**config.mk**
```make
export PLATFORM = sky130hd
export DESIGN_NAME = pe_ws_dbuf
export DESIGN_NICKNAME = d
export VERILOG_FILES = /design/src/rtl/pe_pkg.sv /design/src/rtl/pe_mac.sv /design/src/rtl/pe_ws_dbuf.sv
export SDC_FILE = /design/constraint.sdc
export NUM_CORES = 1
export LEC_CHECK = 0
export ABC_AREA = 1
export BUFFER_PORTS_ARGS = -buffer_cell sky130_fd_sc_hd__buf_2
export CAP_MARGIN = 25
export CORE_MARGIN = 4
export CORE_UTILIZATION = 34
export CTS_CLUSTER_DIAMETER = 100
export DETAILED_ROUTE_END_ITERATION = 16
export HOLD_SLACK_MARGIN = 0.05
export PLACE_DENSITY = 0.53
export RECOVER_POWER = 50
export SLEW_MARGIN = 10
export SYNTH_ARGS = -nofsm -noshare
export SYNTH_HDL_FRONTEND = slang
export SYNTH_SLANG_ARGS = --single-unit
```
**constraint.sdc**
```tcl
create_clock -name clk -period 8.4 [get_ports clk]
set_input_delay 0.42 -clock clk [delete_from_list [all_inputs] [get_ports clk]]
set_output_delay 0.42 -clock clk [all_outputs]
set_load 0.03 [all_outputs]
```
**src/rtl/pe_pkg.sv**
```systemverilog
// Shared types and helpers for the weight-stationary processing element.
// Holds the shadow-weight state enum, default widths and the saturation bounds
// used by pe_mac when PE_SATURATE_EN is defined.
package pe_pkg;

    localparam int unsigned PE_DATA_W_DEF = 8;
    localparam int unsigned PE_ACC_W_DEF  = 24;

    // Shadow weight register occupancy
    typedef enum logic {
        S_EMPTY = 1'b0,
        S_FULL  = 1'b1
    } shadow_state_e;

    // Largest signed value representable in acc_w bits
    function automatic logic signed [63:0] sat_max(input int unsigned acc_w);
        return (64'sd1 <<< (acc_w - 32'd1)) - 64'sd1;
    endfunction

    // Smallest signed value representable in acc_w bits
    function automatic logic signed [63:0] sat_min(input int unsigned acc_w);
        return -(64'sd1 <<< (acc_w - 32'd1));
    endfunction

endpackage

```
**src/rtl/pe_mac.sv**
```systemverilog
// Combinational signed multiply-add: o_sum_c = i_acc + sext(i_a * i_w).
// Build option: PE_SATURATE_EN defined -> result clamps on signed overflow,
// otherwise the sum wraps modulo 2^ACC_W.
// Ports:
//   i_a      DATA_W  activation (signed)
//   i_w      DATA_W  weight (signed)
//   i_acc    ACC_W   incoming partial sum (signed)
//   o_sum_c  ACC_W   combinational result
module pe_mac
    import pe_pkg::*;
#(
    parameter int unsigned DATA_W = PE_DATA_W_DEF,
    parameter int unsigned ACC_W  = PE_ACC_W_DEF
) (
    input  logic [DATA_W-1:0] i_a,
    input  logic [DATA_W-1:0] i_w,
    input  logic [ACC_W-1:0]  i_acc,
    output logic [ACC_W-1:0]  o_sum_c
);

    logic signed [2*DATA_W-1:0] w_prod;
    logic signed [ACC_W-1:0]    w_prod_ext;
    logic signed [ACC_W-1:0]    w_sum;

    // Full-precision signed product, then sign-extended into the accumulator width
    assign w_prod     = $signed(i_a) * $signed(i_w);
    assign w_prod_ext = ACC_W'(w_prod);
    assign w_sum      = $signed(i_acc) + w_prod_ext;

`ifdef PE_SATURATE_EN
    logic w_ovf;

    // Overflow only when both addends share a sign that the sum does not
    assign w_ovf = (i_acc[ACC_W-1] == w_prod_ext[ACC_W-1]) &&
                   (w_sum[ACC_W-1] != i_acc[ACC_W-1]);

    always_comb begin
        o_sum_c = w_sum;
        if (w_ovf) begin
            o_sum_c = i_acc[ACC_W-1] ? ACC_W'(sat_min(ACC_W)) : ACC_W'(sat_max(ACC_W));
        end
    end
`else
    assign o_sum_c = w_sum;
`endif

endmodule

```
**src/rtl/pe_ws_dbuf.sv**
```systemverilog
// Weight-stationary systolic PE with a double-buffered (shadow/active) weight.
// Activations pass left->right, partial sums top->bottom, and weights shift
// top->bottom through the shadow chain while the active weight keeps computing.
// Build option: PE_SATURATE_EN (see pe_mac) selects clamping instead of wrap.
// Ports:
//   clk, reset     clock (rising edge), async active-high reset
//   valid_in       operand strobe for a_in/acc_in
//   a_in, acc_in   activation from left, partial sum from above
//   w_shift, w_in  shift weight chain: shadow <= w_in, w_out <= old shadow
//   w_swap         promote shadow weight to active
//   valid_out, a_out, acc_out   registered datapath outputs (1-cycle latency)
//   w_out          shadow weight forwarded to the PE below
//   w_active_vld   active weight loaded at least once since reset
module pe_ws_dbuf
    import pe_pkg::*;
#(
    parameter int unsigned DATA_W = PE_DATA_W_DEF,
    parameter int unsigned ACC_W  = PE_ACC_W_DEF
) (
    input  logic              clk,
    input  logic              reset,
    input  logic              valid_in,
    input  logic [DATA_W-1:0] a_in,
    input  logic [ACC_W-1:0]  acc_in,
    input  logic              w_shift,
    input  logic [DATA_W-1:0] w_in,
    input  logic              w_swap,
    output logic              valid_out,
    output logic [DATA_W-1:0] a_out,
    output logic [ACC_W-1:0]  acc_out,
    output logic [DATA_W-1:0] w_out,
    output logic              w_active_vld
);

    shadow_state_e     r_state;
    shadow_state_e     w_state_nxt;
    logic              w_promote;

    logic [DATA_W-1:0] r_shadow;
    logic [DATA_W-1:0] r_active;
    logic              r_active_vld;
    logic [DATA_W-1:0] r_w_out;

    logic              r_valid;
    logic [DATA_W-1:0] r_a;
    logic [ACC_W-1:0]  r_acc;

    logic [DATA_W-1:0] w_w_eff;
    logic [ACC_W-1:0]  w_mac_sum;

    // Shadow occupancy state register
    always_ff @(posedge clk or posedge reset) begin
        if (reset) begin
            r_state <= S_EMPTY;
        end else begin
            r_state <= w_state_nxt;
        end
    end

    // Next-state and promote decision; a swap with an empty shadow is ignored
    always_comb begin
        w_state_nxt = r_state;
        w_promote   = 1'b0;
        case (r_state)
            S_EMPTY: begin
                if (w_shift) begin
                    w_state_nxt = S_FULL;
                end
            end
            S_FULL: begin
                if (w_swap) begin
                    w_promote   = 1'b1;
                    w_state_nxt = w_shift ? S_FULL : S_EMPTY;
                end
            end
            default: begin
                w_state_nxt = S_EMPTY;
            end
        endcase
    end

    // Weight registers: promote and shift both read the pre-edge shadow value
    always_ff @(posedge clk or posedge reset) begin
        if (reset) begin
            r_shadow     <= '0;
            r_active     <= '0;
            r_active_vld <= 1'b0;
            r_w_out      <= '0;
        end else begin
            if (w_shift) begin
                r_shadow <= w_in;
                r_w_out  <= r_shadow;
            end
            if (w_promote) begin
                r_active     <= r_shadow;
                r_active_vld <= 1'b1;
            end
        end
    end

    // Unloaded active weight behaves as zero so partial sums pass through
    assign w_w_eff = r_active_vld ? r_active : '0;

    pe_mac #(
        .DATA_W (DATA_W),
        .ACC_W  (ACC_W)
    ) u_mac (
        .i_a     (a_in),
        .i_w     (w_w_eff),
        .i_acc   (acc_in),
        .o_sum_c (w_mac_sum)
    );

    // Datapath registers; a_out/acc_out hold when no operand is presented
    always_ff @(posedge clk or posedge reset) begin
        if (reset) begin
            r_valid <= 1'b0;
            r_a     <= '0;
            r_acc   <= '0;
        end else begin
            r_valid <= valid_in;
            if (valid_in) begin
                r_a   <= a_in;
                r_acc <= w_mac_sum;
            end
        end
    end

    assign valid_out    = r_valid;
    assign a_out        = r_a;
    assign acc_out      = r_acc;
    assign w_out        = r_w_out;
    assign w_active_vld = r_active_vld;

endmodule

```
==> results.md, run 1 <==
* Clk buf depth at 2
* Initial antenna violation count at 0
* Final std cells w/o fill at 1,126
* Register area share after synthesis at 22.3%
* Max-cap violations at 1
* Sum Neg Setup Slack at 0 ps
* Vias in the first global route at 5,295
* Worst hold slack at 289 ps
* Async S/R FF share, synth at 100%
* Syn Nets at 975
* Nets at 1,064
* First-pass iteration count of the detailed router at 6
* Setup crit end kind: flip-flop
* Cell variety after synth at 31
* Drc violations at 0
* Final max-slew violation count at 60
* I/O Buffers at 86
* Die Span X at 148 µm
* Post-synth top flop: dfrtp_1
* Total grt overflow at 0
* Reg clk slew, reported paths at 60 ps
* Commonest non-fill, non-tap cells in the layout: 192 x nand2_1, 135 x inv_1, 104 x fa_1
* Vias at 5,030
* Seq cells post-synth at 59
* Routed Antenna Nets at 0
* Hpwl dp at 13.1 mm
* Crit start category: flip-flop
* Failing checks: max-capacitance violations, max-slew violations
* TritonCTS Sinks at 59
* GPL Wtd Cong at 0.852
* I/O Pins at 87
* Vert. Die Dim at 148 µm
* Rel. slew slack at -124%
* CTS tree: yes
* FMAX at 183 MHz
* Via density at 4.47
* Resized Gates After CTS at 0
* Num CTS Buffers at 9
* Clk_lat worst skew at 330 ps
* Min-Delay Path Class: input port to flip-flop
* Data arrival, critical path at 5700 ps
* Die Area at 21,800 µm²
* Wire per inst at 13.9 µm
* First-pass GRT wire length at 27.0 mm
* Synthesis Warnings at 0
* Area growth, synth to finish at 15.8%
* Worst Tran Pin Value at 3350 ps
* N_diodes at 0
* Overall global routing resource usage at 15.2%
* Skew final at 4.22 ps
* Crit path kind: flip-flop to flip-flop
* H-tree depth at 3
* Syn Inst Count at 772
* Placed instance count at 1,109
* Layout cell share with drive strength beyond 1 at 14.4%
* Synthesized area at 6630 µm²
* Mapped Avg Cell Area at 8.58 µm²
* CP max FO at 17
* Final setup violation count at 0
* RSZ-0062 raised after global routing: no
* Initial drt markers at 204
* Final Hold Fails at 0
* Final WL at 15.6 mm
* Core Area at 19,000 µm²
* Hold_buf cts at 0
* Rows at 50
* Largest net degree at the start of global routing at 60
* Initial core utilization at 35.0%
* Status: finished, violations left
* Commonest non-fill, non-tap cell in the layout: nand2_1
* Worst endpoint required time at 8620 ps
* Postcts setup bufs at 0
* Number of flops mapped to enable cells by yosys at 0
* Minimum clock period at 5480 ps
* CTS root buf: clkbuf_16
* Crit share post-route at 65.2%
==> per-layer routing <==
layer | vias to the layer above | GRT usage (%) | share of wire, %
met5 | - | 0 | 0
met4 | 0 | 1.58 | 0.54
met3 | 9 | 2.94 | 4.2
met2 | 97 | 25.2 | 48
met1 | 2396 | 21.5 | 47
li1 | 2528 | - | -
==> kinds of logic after synthesis <==
kind of cell / synth area share [%]
flip-flops: 22.3
adder cells (fa/ha/maj): 41.6
AND/OR/NAND/NOR: 20.5
XOR/XNOR: 1.32
buffers and inverters: 8.93
AO/OA/AOI/OAI: 5.31
==> flip-flops by register name, summed over array words and instances, names as in the netlist <==
signal        flops
a_out             8
acc_out          24
r_active          8
r_shadow          8
r_state           1
valid_out         1
w_active_vld      1
w_out             8
==> path summary, 6_finish.rpt <==
kind                               end  slack (ps)         start  depth (start not counted)
max in group asynchronous     a_out[2]        5120         reset                          3
hold reg to reg             acc_out[0]         470    acc_out[0]                          2
setup / recovery           acc_out[18]        2920  w_active_vld                         22
min in group asynchronous    valid_out        1360         reset                          3
setup reg to reg           acc_out[18]        2920  w_active_vld                         22
hold / removal                 r_state         290        w_swap                          2
==> cells in the mapped netlist, types with 2 or more instances <==
cell / instances / area (µm²)
nand4_1: 4 / 25.0
inv_2: 5 / 18.8
o21ai_1: 3 / 15.0
nand2_2: 4 / 25.0
a21oi_1: 21 / 105
fa_1: 104 / 2080
xnor2_1: 8 / 70.1
clkbuf_1: 9 / 33.8
nor2_4: 2 / 22.5
nor2_1: 74 / 278
nor2_2: 2 / 12.5
dfrtp_1: 59 / 1480
o21bai_1: 4 / 30.0
buf_2: 2 / 10.0
clkinv_1: 2 / 7.51
nand3_1: 34 / 170
inv_1: 136 / 510
o21ai_0: 32 / 160
nor3_2: 2 / 20.0
xor2_1: 2 / 17.5
ha_1: 54 / 676
nor3_1: 3 / 15.0
nand3_2: 2 / 20.0
nand3b_1: 6 / 45.0
nand2_1: 192 / 721
==> critical path: stages, from the launching register on <==
cell and delay [ps]:
dfrtp_1 550, nand2_1 270, nor2_2 130, buf_4 340
inv_1 100, fa_1 490, inv_1 60, fa_1 520
fa_1 450, fa_1 550, inv_1 60, fa_1 530
inv_1 40, ha_1 350, inv_1 90, nor3_2 240
nand2_1 80, nand3_1 150, nand2_1 90, nand2_1 70
nand2_1 40, nand3_1 80, nand2_1 70
==> stage by stage <==
stage	worst slack [ps]	instance area (µm²)	utilization, %
finish	2920	7670	40.5
global route	2500	7670	40.5
global placement	2930	7350	38.8
detailed placement	2950	7350	38.8
CTS	2910	7660	40.4
floorplan	2510	6630	-
==> area by class of cell <==
cell class | instances | area (µm²)
fill | 1988 | 11300
multi-input combinational | 558 | 4560
sequential | 59 | 1480
inverter | 143 | 537
timing repair buffer | 90 | 462
tap | 260 | 325
clock buffer | 9 | 225
clock inverter | 7 | 81.3
Power of run 1 is not shown: default switching activity piles up to over one toggle a cycle in this logic, so the estimate is an artifact.
==> run 2: changes to the inputs <==
Settings changed: ABC_AREA 1 to 0.
Clock period 8.4 ns to 5.17 ns, I/O delays scaled along.
==> run 2 against run 1 <==
The flow still finishes with violations (max-capacitance violations, max-slew violations). Fmax increased by 8.1%. Clock skew rose by 8.3 ps. Critical path type unchanged. Worst hold slack worse by 130 ps. Global-route usage decreased by 1.6 points. Largest cell class unchanged. Cell count down 20%. Highest routed layer unchanged. Count of clock-buffer cells in the layout grew 3.
==> results.md, run 2 <==
* CP cell instances: buf_6, and3_4, inv_2, fa_1, inv_1, fa_1, fa_1, fa_1, inv_2, fa_1, inv_2, ha_4, a21o_1, a211oi_2, o31a_2, o221ai_2, xor2_1, mux2_4
* Core Area at 18,100 µm²
* Num CTS Buffers at 9
* N_diodes at 0
* Skew final at 12.5 ps
* GPL Wtd Cong at 0.849
* CP delay by family, top: adder cells
* Worst Tran Pin Value at 3270 ps
* Vias at 4,328
* CP max stage delay at 570 ps
* Initial drt markers at 116
* Largest net degree at the start of global routing at 60
* Post-synth top flop: dfrtp_1
* Worst Setup SP: w_active_vld
* Initial core utilization at 34.9%
* I/O Pins at 87
* Synthesis Warnings at 0
* I/O Buffers at 86
* Slowest cell on crit path: fa_1
* Vias in the first global route at 4,547
* Synth Area in Compound Gates at 6.23%
* Failing checks: max-capacitance violations, max-slew violations
* Rel. slew slack at -118%
* Async S/R FF share, synth at 100%
* Count leader, synth: fa_1
* Crit start category: flip-flop
* TritonCTS Sinks at 59
* Syn Inst Count at 548
* Min-Delay Path Class: input port to flip-flop
* Synth Area in Adders at 43.6%
* Mapped Avg Cell Area at 11.5 µm²
* Clk buf depth at 2
* Data arrival, critical path at 5290 ps
* Final Hold Fails at 0
* Die Area at 20,900 µm²
* Overall global routing resource usage at 13.5%
* Commonest non-fill, non-tap cells in the layout: 102 x fa_1, 85 x inv_1, 85 x buf_2
* First-pass iteration count of the detailed router at 4
* Final design utilization at 42.7%
* Area leader, netlist: fa_1
* Final max-slew violation count at 60
* H-tree depth at 3
* Final setup violation count at 0
* Reg clk slew, reported paths at 60 ps
* Setup crit end kind: flip-flop
* Top cell type's share of synthesized area at 32.9%
* CP max FO at 7
* Crit share post-route at 98.0%
* Via density at 4.82
* CTS root buf: clkbuf_16
* Number of flops mapped to enable cells by yosys at 0
* Total grt overflow at 0
* Vert. Die Dim at 144 µm
* Die Span X at 144 µm
* Hpwl dp at 11.4 mm
* Clk_lat worst skew at 330 ps
* Nets at 867
* Commonest cells in the netlist: 104 x fa_1, 91 x inv_1, 59 x dfrtp_1
* Minimum clock period at 5070 ps
* Layout cell share with drive strength beyond 1 at 33.2%
* Rows at 49
* Buf/Inv on CP at 5
* Drc violations at 0
* Status: finished, violations left
* First-pass GRT wire length at 22.2 mm
* Largest cells by area after synthesis: fa_1 33%, dfrtp_1 23%, ha_1 11%
* RSZ-0062 raised after global routing: yes
* Cell variety after synth at 43
* Multiplexer area fraction after synthesis at 9.12%
* Crit-path most repeated cell: fa_1
* FMAX at 197 MHz
* Fill cells at 1,753
* Register area share after synthesis at 23.3%
* Seq cells post-synth at 59
* Area growth, synth to finish at 22.3%
* Post-Synth XOR/XNOR Area at 3.46%
* Largest family of logic cells by synthesized area: adder cells
* Launch point of the worst hold path: w_in[2]
* Initial antenna violation count at 0
* Routed Antenna Nets at 0
* Crit path kind: flip-flop to flip-flop
* Synthesized area at 6330 µm²
* Final WL at 13.6 mm
* Syn Nets at 751
* Max reg flops at 24
* FF-to-FF Start: w_active_vld
* Wire per inst at 15.1 µm
* CTS tree: yes
* Simple-gate share of the synthesized area at 8.11%
* Commonest non-fill, non-tap cell in the layout: fa_1
* Worst endpoint required time at 5390 ps
* Max-cap violations at 1
run 2: changes by cell type after synthesis, sizes merged, moves of 5 or more:
| cell | change |
|---|---|
| nand3b | -6 |
| nor2 | -67 |
| nor3 | -5 |
| nand2 | -177 |
| xor2 | +8 |
| inv | -50 |
| o21ai | -29 |
| xnor2 | +7 |
| nand3 | -21 |
| and3 | +41 |
| mux2 | +50 |
| a21o | +8 |
run 2: kinds of logic (layout without fill, tap and decap cells):
kind of cell,count (synthesis),count (layout)
xor+xnor,25,25
mux,51,51
buf+inv,104,225
compound gates,56,56
flops,59,59
simple gates,95,95
fa+ha+maj,158,158
run 2: worst reg2reg max path: stages, from the launching register on:
cell	delay [ps]
dfrtp_2	440
buf_6	140
and3_4	200
inv_2	40
fa_1	470
inv_1	50
fa_1	570
fa_1	460
fa_1	530
inv_2	40
fa_1	510
inv_2	50
ha_4	240
a21o_1	200
a211oi_2	260
o31a_2	240
o221ai_2	110
xor2_1	170
mux2_4	260
run 2: layer usage:
layer	vias up	part of all wire [%]	wire length (µm)	global-route usage, %
li1	2029	-	-	-
met2	59	53	7150	23.6
met3	9	2.6	352	2.25
met4	0	1.0	141	3.39
met5	-	0	0	0
met1	2231	44	5920	17.6
run 2: per-stage QoR:
stage / instance area (µm²) / setup TNS [ps] / setup slack (ps) / std cells / hold slack (ps)
floorplan: 6360 / 0 / 24.4 / 548 / 290
global placement: 7230 / 0 / 63.0 / 876 / 463
detailed placement: 7230 / -42.3 / -27.1 / 876 / 469
CTS: 7620 / 0 / 4.10 / 894 / 147
global route: 7740 / -285 / -55.0 / 898 / 152
finish: 7740 / 0 / 103 / 898 / 164
run 2: repair_timing:
item	in CTS	in global routing
hold buffers	0	0
pin swaps	3	17
setup endpoints to repair	3	12
setup buffers	2	4
gates resized for setup	2	23
run 2: cell type report:
cell class                      count  area (µm²)  area share, %
Multi-Input combinational cell    385        4590           59.3
Tap cell                          229         287           3.70
Sequential cell                    59        1480           19.1
Timing Repair Buffer              118         686           8.86
Clock buffer                       12         267           3.44
Inverter                           91         342           4.41
Clock inverter                      4        95.1           1.23
run 2: final timing paths:
kind / endpoint / slack (ps) / cells after the start
min in group asynchronous: w_out[7] / 1170 / 3
min reg2reg: r_state / 480 / 1
max in group asynchronous: w_active_vld / 1920 / 3
max: acc_out[18] / 100 / 18
min: r_shadow[2] / 160 / 2
max reg2reg: acc_out[18] / 100 / 18
Power of run 2 is left out for the same reason.
